<file path="src/rtl/time_stamp_sync_ctrl_pkg.sv">
// Shared widths, the PPS/host load sequencer states and a seconds-to-timestamp helper.
// Timestamp layout is {sec[63:32], frac[31:0]} with 4295 frac ticks per microsecond.
package time_sync_pkg;

    localparam int FRAC_PER_US = 4295;
    localparam int TS_W        = 64;
    localparam int SEC_W       = 32;

    typedef enum logic [1:0] {
        IDLE  = 2'd0,
        ARMED = 2'd1,
        LOAD  = 2'd2
    } sync_state_t;

    function automatic logic [TS_W-1:0] sec_to_ts(input logic [SEC_W-1:0] sec);
        return {sec, {(TS_W-SEC_W){1'b0}}};
    endfunction

endpackage

</file>
<file path="src/rtl/time_stamp_sync_ctrl_pps_edge_sync.sv">
// Raw PPS into the core clock domain: 2-FF synchroniser, then a registered rising-edge pulse.
// Latency: o_pps_edge is high for one cycle, three cycles after the raw edge; no backpressure.
module pps_edge_sync (
    input  logic i_clk_50m,
    input  logic i_rst_n,
    input  logic i_pps,
    output logic o_pps_edge
);

    logic meta_q;
    logic sync_q;
    logic dly_q;
    logic edge_q;

    always_ff @(posedge i_clk_50m) begin
        if (!i_rst_n) begin
            meta_q <= 1'b0;
            sync_q <= 1'b0;
            dly_q  <= 1'b0;
            edge_q <= 1'b0;
        end else begin
            meta_q <= i_pps;
            sync_q <= meta_q;
            dly_q  <= sync_q;
            edge_q <= sync_q & ~dly_q;
        end
    end

    assign o_pps_edge = edge_q;

endmodule

</file>
<file path="src/rtl/time_stamp_sync_ctrl.sv">
// Arbitrates PPS-aligned and host loads of time_stamp and runs the PPS lock/loss watchdog.
// Latency: all outputs registered, strobe 1 cycle after grant; host waits one cycle when PPS load wins.
module time_stamp_sync_ctrl
    import time_sync_pkg::*;
#(
    parameter int unsigned PPS_TIMEOUT_CYC = 75_000_000,
    parameter int unsigned PPS_MIN_CYC     = 45_000_000,
    parameter int unsigned LOCK_CNT        = 3,
    parameter int unsigned SEC_OFFSET      = 1
) (
    input  logic              i_clk_50m,
    input  logic              i_rst_n,
    input  logic              i_host_set_req,
    input  logic [TS_W-1:0]   i_host_set_val,
    output logic              o_host_set_ack,
    input  logic              i_pps,
    input  logic              i_pps_sec_vld,
    input  logic [SEC_W-1:0]  i_pps_sec,
    input  logic              i_pps_en,
    output logic              o_time_stamp_sig,
    output logic [TS_W-1:0]   o_time_stamp_set,
    output logic              o_sync_lock,
    output logic              o_pps_lost,
    output logic [7:0]        o_glitch_cnt
);

    localparam int GAP_W  = $clog2(PPS_TIMEOUT_CYC + 1);
    localparam int GOOD_W = $clog2(LOCK_CNT + 1);
    localparam logic [GAP_W-1:0]  GAP_MIN  = GAP_W'(PPS_MIN_CYC);
    localparam logic [GAP_W-1:0]  GAP_MAX  = GAP_W'(PPS_TIMEOUT_CYC);
    localparam logic [GOOD_W-1:0] GOOD_MAX = GOOD_W'(LOCK_CNT);

    logic              pps_edge;
    logic              edge_ok, edge_bad, timeout, pps_load;

    logic [GAP_W-1:0]  gap_q, gap_d;
    logic [GOOD_W-1:0] good_q, good_d;
    logic [7:0]        glitch_q, glitch_d;
    logic              first_q, first_d;
    logic              lock_q, lock_d;
    logic              lost_q, lost_d;
    sync_state_t       state_q, state_d;
    logic [SEC_W-1:0]  sec_q, sec_d;
    logic              sig_q, sig_d;
    logic              ack_q, ack_d;
    logic [TS_W-1:0]   set_q, set_d;

    pps_edge_sync u_pps_edge_sync (
        .i_clk_50m  (i_clk_50m),
        .i_rst_n    (i_rst_n),
        .i_pps      (i_pps),
        .o_pps_edge (pps_edge)
    );

    // first_q: no reference edge yet (after reset or loss), so any edge is trusted.
    always_comb begin
        edge_ok  = pps_edge && (first_q || (gap_q >= GAP_MIN));
        edge_bad = pps_edge && !edge_ok;
        timeout  = !edge_ok && (gap_q == GAP_MAX - 1'b1);

        gap_d    = gap_q;
        glitch_d = glitch_q;
        good_d   = good_q;
        first_d  = first_q;
        lock_d   = lock_q;
        lost_d   = lost_q;

        if (edge_ok) begin
            gap_d = '0;
        end else if (gap_q != GAP_MAX) begin
            gap_d = gap_q + 1'b1;
        end

        if (edge_bad && (glitch_q != 8'hFF)) begin
            glitch_d = glitch_q + 8'd1;
        end

        if (timeout) begin
            lost_d  = 1'b1;
            lock_d  = 1'b0;
            good_d  = '0;
            first_d = 1'b1;
        end else begin
            if (good_q == GOOD_MAX) begin
                lock_d = 1'b1;
            end
            if (edge_ok) begin
                lost_d  = 1'b0;
                first_d = 1'b0;
                if (good_q != GOOD_MAX) begin
                    good_d = good_q + 1'b1;
                end
            end
        end
    end

    always_comb begin
        state_d  = state_q;
        sec_d    = sec_q;
        pps_load = 1'b0;

        case (state_q)
            IDLE: begin
                if (i_pps_sec_vld && i_pps_en) begin
                    sec_d   = i_pps_sec + SEC_W'(SEC_OFFSET);
                    state_d = ARMED;
                end
            end
            ARMED: begin
                if (!i_pps_en) begin
                    state_d = IDLE;
                end else if (edge_ok) begin
                    pps_load = 1'b1;
                    state_d  = LOAD;
                end else if (timeout) begin
                    state_d = IDLE;
                end else if (i_pps_sec_vld) begin
                    sec_d = i_pps_sec + SEC_W'(SEC_OFFSET);
                end
            end
            LOAD:    state_d = IDLE;
            default: state_d = IDLE;
        endcase

        // PPS load wins; an un-acked host request simply retries next cycle.
        sig_d = pps_load || i_host_set_req;
        ack_d = i_host_set_req && !pps_load;
        if (pps_load) begin
            set_d = sec_to_ts(sec_q);
        end else if (i_host_set_req) begin
            set_d = i_host_set_val;
        end else begin
            set_d = '0;
        end
    end

    always_ff @(posedge i_clk_50m) begin
        if (!i_rst_n) begin
            gap_q    <= '0;
            good_q   <= '0;
            glitch_q <= '0;
            first_q  <= 1'b1;
            lock_q   <= 1'b0;
            lost_q   <= 1'b0;
            state_q  <= IDLE;
            sec_q    <= '0;
            sig_q    <= 1'b0;
            ack_q    <= 1'b0;
            set_q    <= '0;
        end else begin
            gap_q    <= gap_d;
            good_q   <= good_d;
            glitch_q <= glitch_d;
            first_q  <= first_d;
            lock_q   <= lock_d;
            lost_q   <= lost_d;
            state_q  <= state_d;
            sec_q    <= sec_d;
            sig_q    <= sig_d;
            ack_q    <= ack_d;
            set_q    <= set_d;
        end
    end

    assign o_host_set_ack   = ack_q;
    assign o_time_stamp_sig = sig_q;
    assign o_time_stamp_set = set_q;
    assign o_sync_lock      = lock_q;
    assign o_pps_lost       = lost_q;
    assign o_glitch_cnt     = glitch_q;

endmodule
</file>
<file path="config.mk">
export PLATFORM = sky130hd
export DESIGN_NAME = time_stamp_sync_ctrl
export DESIGN_NICKNAME = d
export VERILOG_FILES = /design/src/rtl/time_stamp_sync_ctrl_pkg.sv /design/src/rtl/time_stamp_sync_ctrl_pps_edge_sync.sv /design/src/rtl/time_stamp_sync_ctrl.sv
export SDC_FILE = /design/constraint.sdc
export NUM_CORES = 1
export LEC_CHECK = 0
export ABC_AREA = 1
export CAP_MARGIN = 15
export CORE_MARGIN = 4
export CORE_UTILIZATION = 44
export DETAILED_ROUTE_END_ITERATION = 6
export GPL_TIMING_DRIVEN = 0
export PLACE_DENSITY = 0.73
export REMOVE_ABC_BUFFERS = 1
export SETUP_SLACK_MARGIN = 0.4
export SLEW_MARGIN = 15
export SYNTH_ARGS = -nofsm -noshare
export SYNTH_HDL_FRONTEND = slang
export SYNTH_SLANG_ARGS = --single-unit
</file>
<file path="constraint.sdc">
create_clock -name i_clk_50m -period 1.6 [get_ports i_clk_50m]
set_input_delay 0.16 -clock i_clk_50m [delete_from_list [all_inputs] [get_ports i_clk_50m]]
set_output_delay 0.16 -clock i_clk_50m [all_outputs]
set_load 0.05 [all_outputs]
</file>
==> summary.log <==
INFO  yosys          seq_area_frac_synth=0.439
INFO  yosys          synth_edf_count=0
INFO  layout         fillCellCount=1167
INFO  layout         areaGrowthSynthToFinish=52.1%
INFO  global_route   antenna_found_initial=0
INFO  yosys          yosysTopAreaCellShare=0.439
INFO  sta            layout_worst_path_cycle_share=1.18
INFO  yosys          synth.cells.most_frequent=202 x nand2_1, 144 x dfxtp_1, 144 x nor2_1
INFO  setup_path     timing_worst_setup_path_type=reg2reg
INFO  setup_path     setup.worst_path.start_class=register
INFO  yosys          ys_top_cells_by_area=dfxtp_1 44%, nand2_1 12%, nor2_1 8.2%
INFO  global_route   grt_max_degree=74
INFO  yosys          async_flop_share=0
INFO  sta            timing.setup.tns=-24500ps
INFO  die            floorplan.die.height=130um
INFO  clock_network  cts.htree.levels=4
INFO  route          first_iter_violations=490
INFO  die            pin_count=178
INFO  yosys          ys.warnings.count=0
INFO  global_route   grt_pass1_vias=6137
INFO  layout         seqCellArea=2930um^2
INFO  global_route   globalRouteTotalUtil=0.233
INFO  setup_path     worstSetupEndpointType=register
INFO  yosys          netlist-cell-type-count=32
INFO  clock_network  clock_tree.buffer_depth=2
INFO  route          wl_per_cell=15.7um
INFO  run_status     run_status=complete, but fails checks
INFO  sta            postLayoutSetupSlackWorst=-288ps
INFO  layout         finalCoreUtilization=0.685
INFO  sta            setup_viol=153
INFO  route          routed_wl=20.7mm
INFO  yosys          postSynthAreaPerCell=7.26um^2
INFO  yosys          register_bit_count_reported_by_yosys=144
INFO  power          sw_frac_of_total=0.271
INFO  placement      port_buffers=177
INFO  flow_run       maxCapViolCount=0
INFO  clock_network  clock_sinks=144
INFO  yosys          synthCells=905
INFO  clock_network  hold_buffers=0
INFO  clock_network  tritoncts_buffers=17
INFO  power          cell_internal_pwr=6.66mW
INFO  sta            period_needed=1890ps
INFO  run_status     failing_checks=setup timing
INFO  route          drcViolationCount=0
INFO  route          first_pass_iters=6
INFO  die            placementRows=44
INFO  sta            final-max-slew-violation-count=0
INFO  power          power_density=915nW/um^2
INFO  yosys          synth.cell_area=6570um^2
INFO  placement      gpl.final_weighted_congestion=0.929
INFO  sta            grt_setup_unrepaired=true
INFO  layout         drive_gt1_frac=0.276
INFO  route          ant_nets=0
INFO  placement      dp_hpwl=12.1mm
INFO  setup_path     worst-path-max-fanout=8
INFO  power          clock_power_share=0.441
INFO  layout         nNetsFinal=1226
INFO  clock_network  worst_skew_pair.late_latency=430ps
INFO  die            fp.dieW=130um
INFO  power          vdd.ir_drop.worst=0.784mV
INFO  power          power_frac_seq=0.416
INFO  power          p_total=9.15mW
INFO  layout         n_antenna_cell=0
INFO  global_route   overflow=0
INFO  power          power.leakage=4.33nW
INFO  setup_path     cp.arrival=2200ps
INFO  sta            hold-worst-slack=163ps
INFO  sta            achievable-frequency=530MHz
INFO  sta            worst_slew_pin_slew=807ps
INFO  yosys          dominant_cell_type_by_area_after_synthesis=dfxtp_1
INFO  die            initial_standard_cell_utilization_of_the_core=0.451
INFO  yosys          synth_most_common_cell=nand2_1
INFO  setup_path     critPathRequiredTime=1910ps
INFO  layout         area_of_combinational_cells_with_multiple_inputs=3860um^2
INFO  sta            max-slew-margin-rel=0.462
INFO  die            die-area=17000um^2
INFO  die            placeable_core_region=14600um^2
INFO  power          power.share.combinational=0.143
INFO  clock_network  cts.root.buffer_cell=clkbuf_16
INFO  sta            finalHoldViolCount=0
INFO  route          route.vias.total=6736
INFO  min_path       timing.hold.worst.class=in2reg
INFO  route          post_drt_via_cell_ratio=5.12
INFO  global_route   grt_pass1_wl=31.0mm
INFO  sta            fin_skew=7.90ps
INFO  power          psw=2.48mW
INFO  clock_network  tritoncts=built
INFO  yosys          synth-main-ff-cell=dfxtp_1
INFO  clock_network  clock_slew_at_reported_path_ffs=60ps
-- registers in the layout (all words and copies together) (netlist names) --
name / cells
gap_q: 27
state_q: 2
o_glitch_cnt: 8
good_q: 2
o_pps_lost: 1
u_pps_edge_sync.dly_q: 1
o_host_set_ack: 1
o_time_stamp_set: 64
o_sync_lock: 1
u_pps_edge_sync.meta_q: 1
sec_q: 32
u_pps_edge_sync.o_pps_edge: 1
first_q: 1
o_time_stamp_sig: 1
u_pps_edge_sync.sync_q: 1
-- through the flow --
step	worst slack [ps]	instance area (um^2)	instances
finish	-288	10000	1316
global route	-413	10000	1316
floorplan	-451	6370	873
CTS	-200	9820	1308
detailed placement	-1050	8400	1235
global placement	-2460	8370	1234
-- placed cells by master, fill, tap and decap left out, drive strengths merged, types with 4 or more instances in the layout --
master	synthesis	final
nand4	20	20
nand2	209	218
clkbuf	10	45
dlygate4sd2	0	7
buf	22	70
nand3b	6	6
nor2	148	148
ha	5	5
clkdlybuf4s50	0	113
inv	99	102
nor3b	4	4
nand3	89	89
clkinvlp	0	4
o21ai	9	9
clkinv	1	6
nor3	24	24
xor2	25	25
xnor2	24	24
dfxtp	144	144
a21oi	58	58
-- final cells by class --
| cell class | count | share of cell area |
|---|---|---|
| Tap cell | 184 | 0.0230 |
| Sequential cell | 144 | 0.293 |
| Multi-Input combinational cell | 638 | 0.386 |
| Clock buffer | 19 | 0.0453 |
| Clock inverter | 13 | 0.0153 |
| Timing Repair Buffer | 217 | 0.197 |
| Inverter | 100 | 0.0397 |
| Timing Repair inverter | 1 | 0.000751 |
-- power by group through the flow --
stage / combinational (mW) / sequential [mW] / clock [mW]
after floorplan: 0.364 / 4.11 / 0
after global placement: 1.13 / 3.88 / 0
after detailed placement: 1.14 / 3.88 / 0
after CTS: 1.30 / 3.81 / 4.10
after global routing: 1.40 / 3.82 / 4.26
final: 1.31 / 3.81 / 4.03
-- final timing paths --
check | from | to | slack, ps | cells after the start
setup reg to reg | gap_q[9] | sec_q[0] | -290 | 11
hold reg to reg | u_pps_edge_sync.dly_q | u_pps_edge_sync.o_pps_edge | 390 | 1
hold / removal | i_pps_sec[0] | sec_q[0] | 160 | 4
setup / recovery | gap_q[9] | sec_q[0] | -290 | 11
-- critical path, cell delays in order (launching register included) --
cell and delay [ps]:
dfxtp_2 340, inv_1 120, nand3_1 120, o21ai_2 180
nand3_2 100, nand4_4 150, nand2_4 80, nand2_4 90
buf_12 200, nand2_8 120, a21oi_1 200, nor2_1 60
-- metal layers --
| layer | vias up | track usage | part of all wire |
|---|---|---|---|
| li1 | 3320 | - | - |
| met1 | 3076 | 0.288 | 0.40 |
| met2 | 300 | 0.385 | 0.48 |
| met3 | 40 | 0.0733 | 0.10 |
| met4 | 0 | 0.0801 | 0.020 |
| met5 | - | 0 | 0 |
-- timing repair --
item | 4_1_cts | 5_1_grt
setup buffers | 27 | 8
gates cloned | 14 | 0
endpoints found under the setup margin | 216 | 196
resized for setup | 254 | 155
pin swaps | 38 | 43
-- cells by family after synthesis --
| logic type | count (synthesis) | share of synthesized area |
|---|---|---|
| compound gates | 70 | 0.0546 |
| xor+xnor | 49 | 0.0653 |
| fa+ha+maj | 5 | 0.00952 |
| buf+inv | 132 | 0.0881 |
| flops | 144 | 0.439 |
| simple gates | 505 | 0.344 |
(Power assumes the default switching activity.)
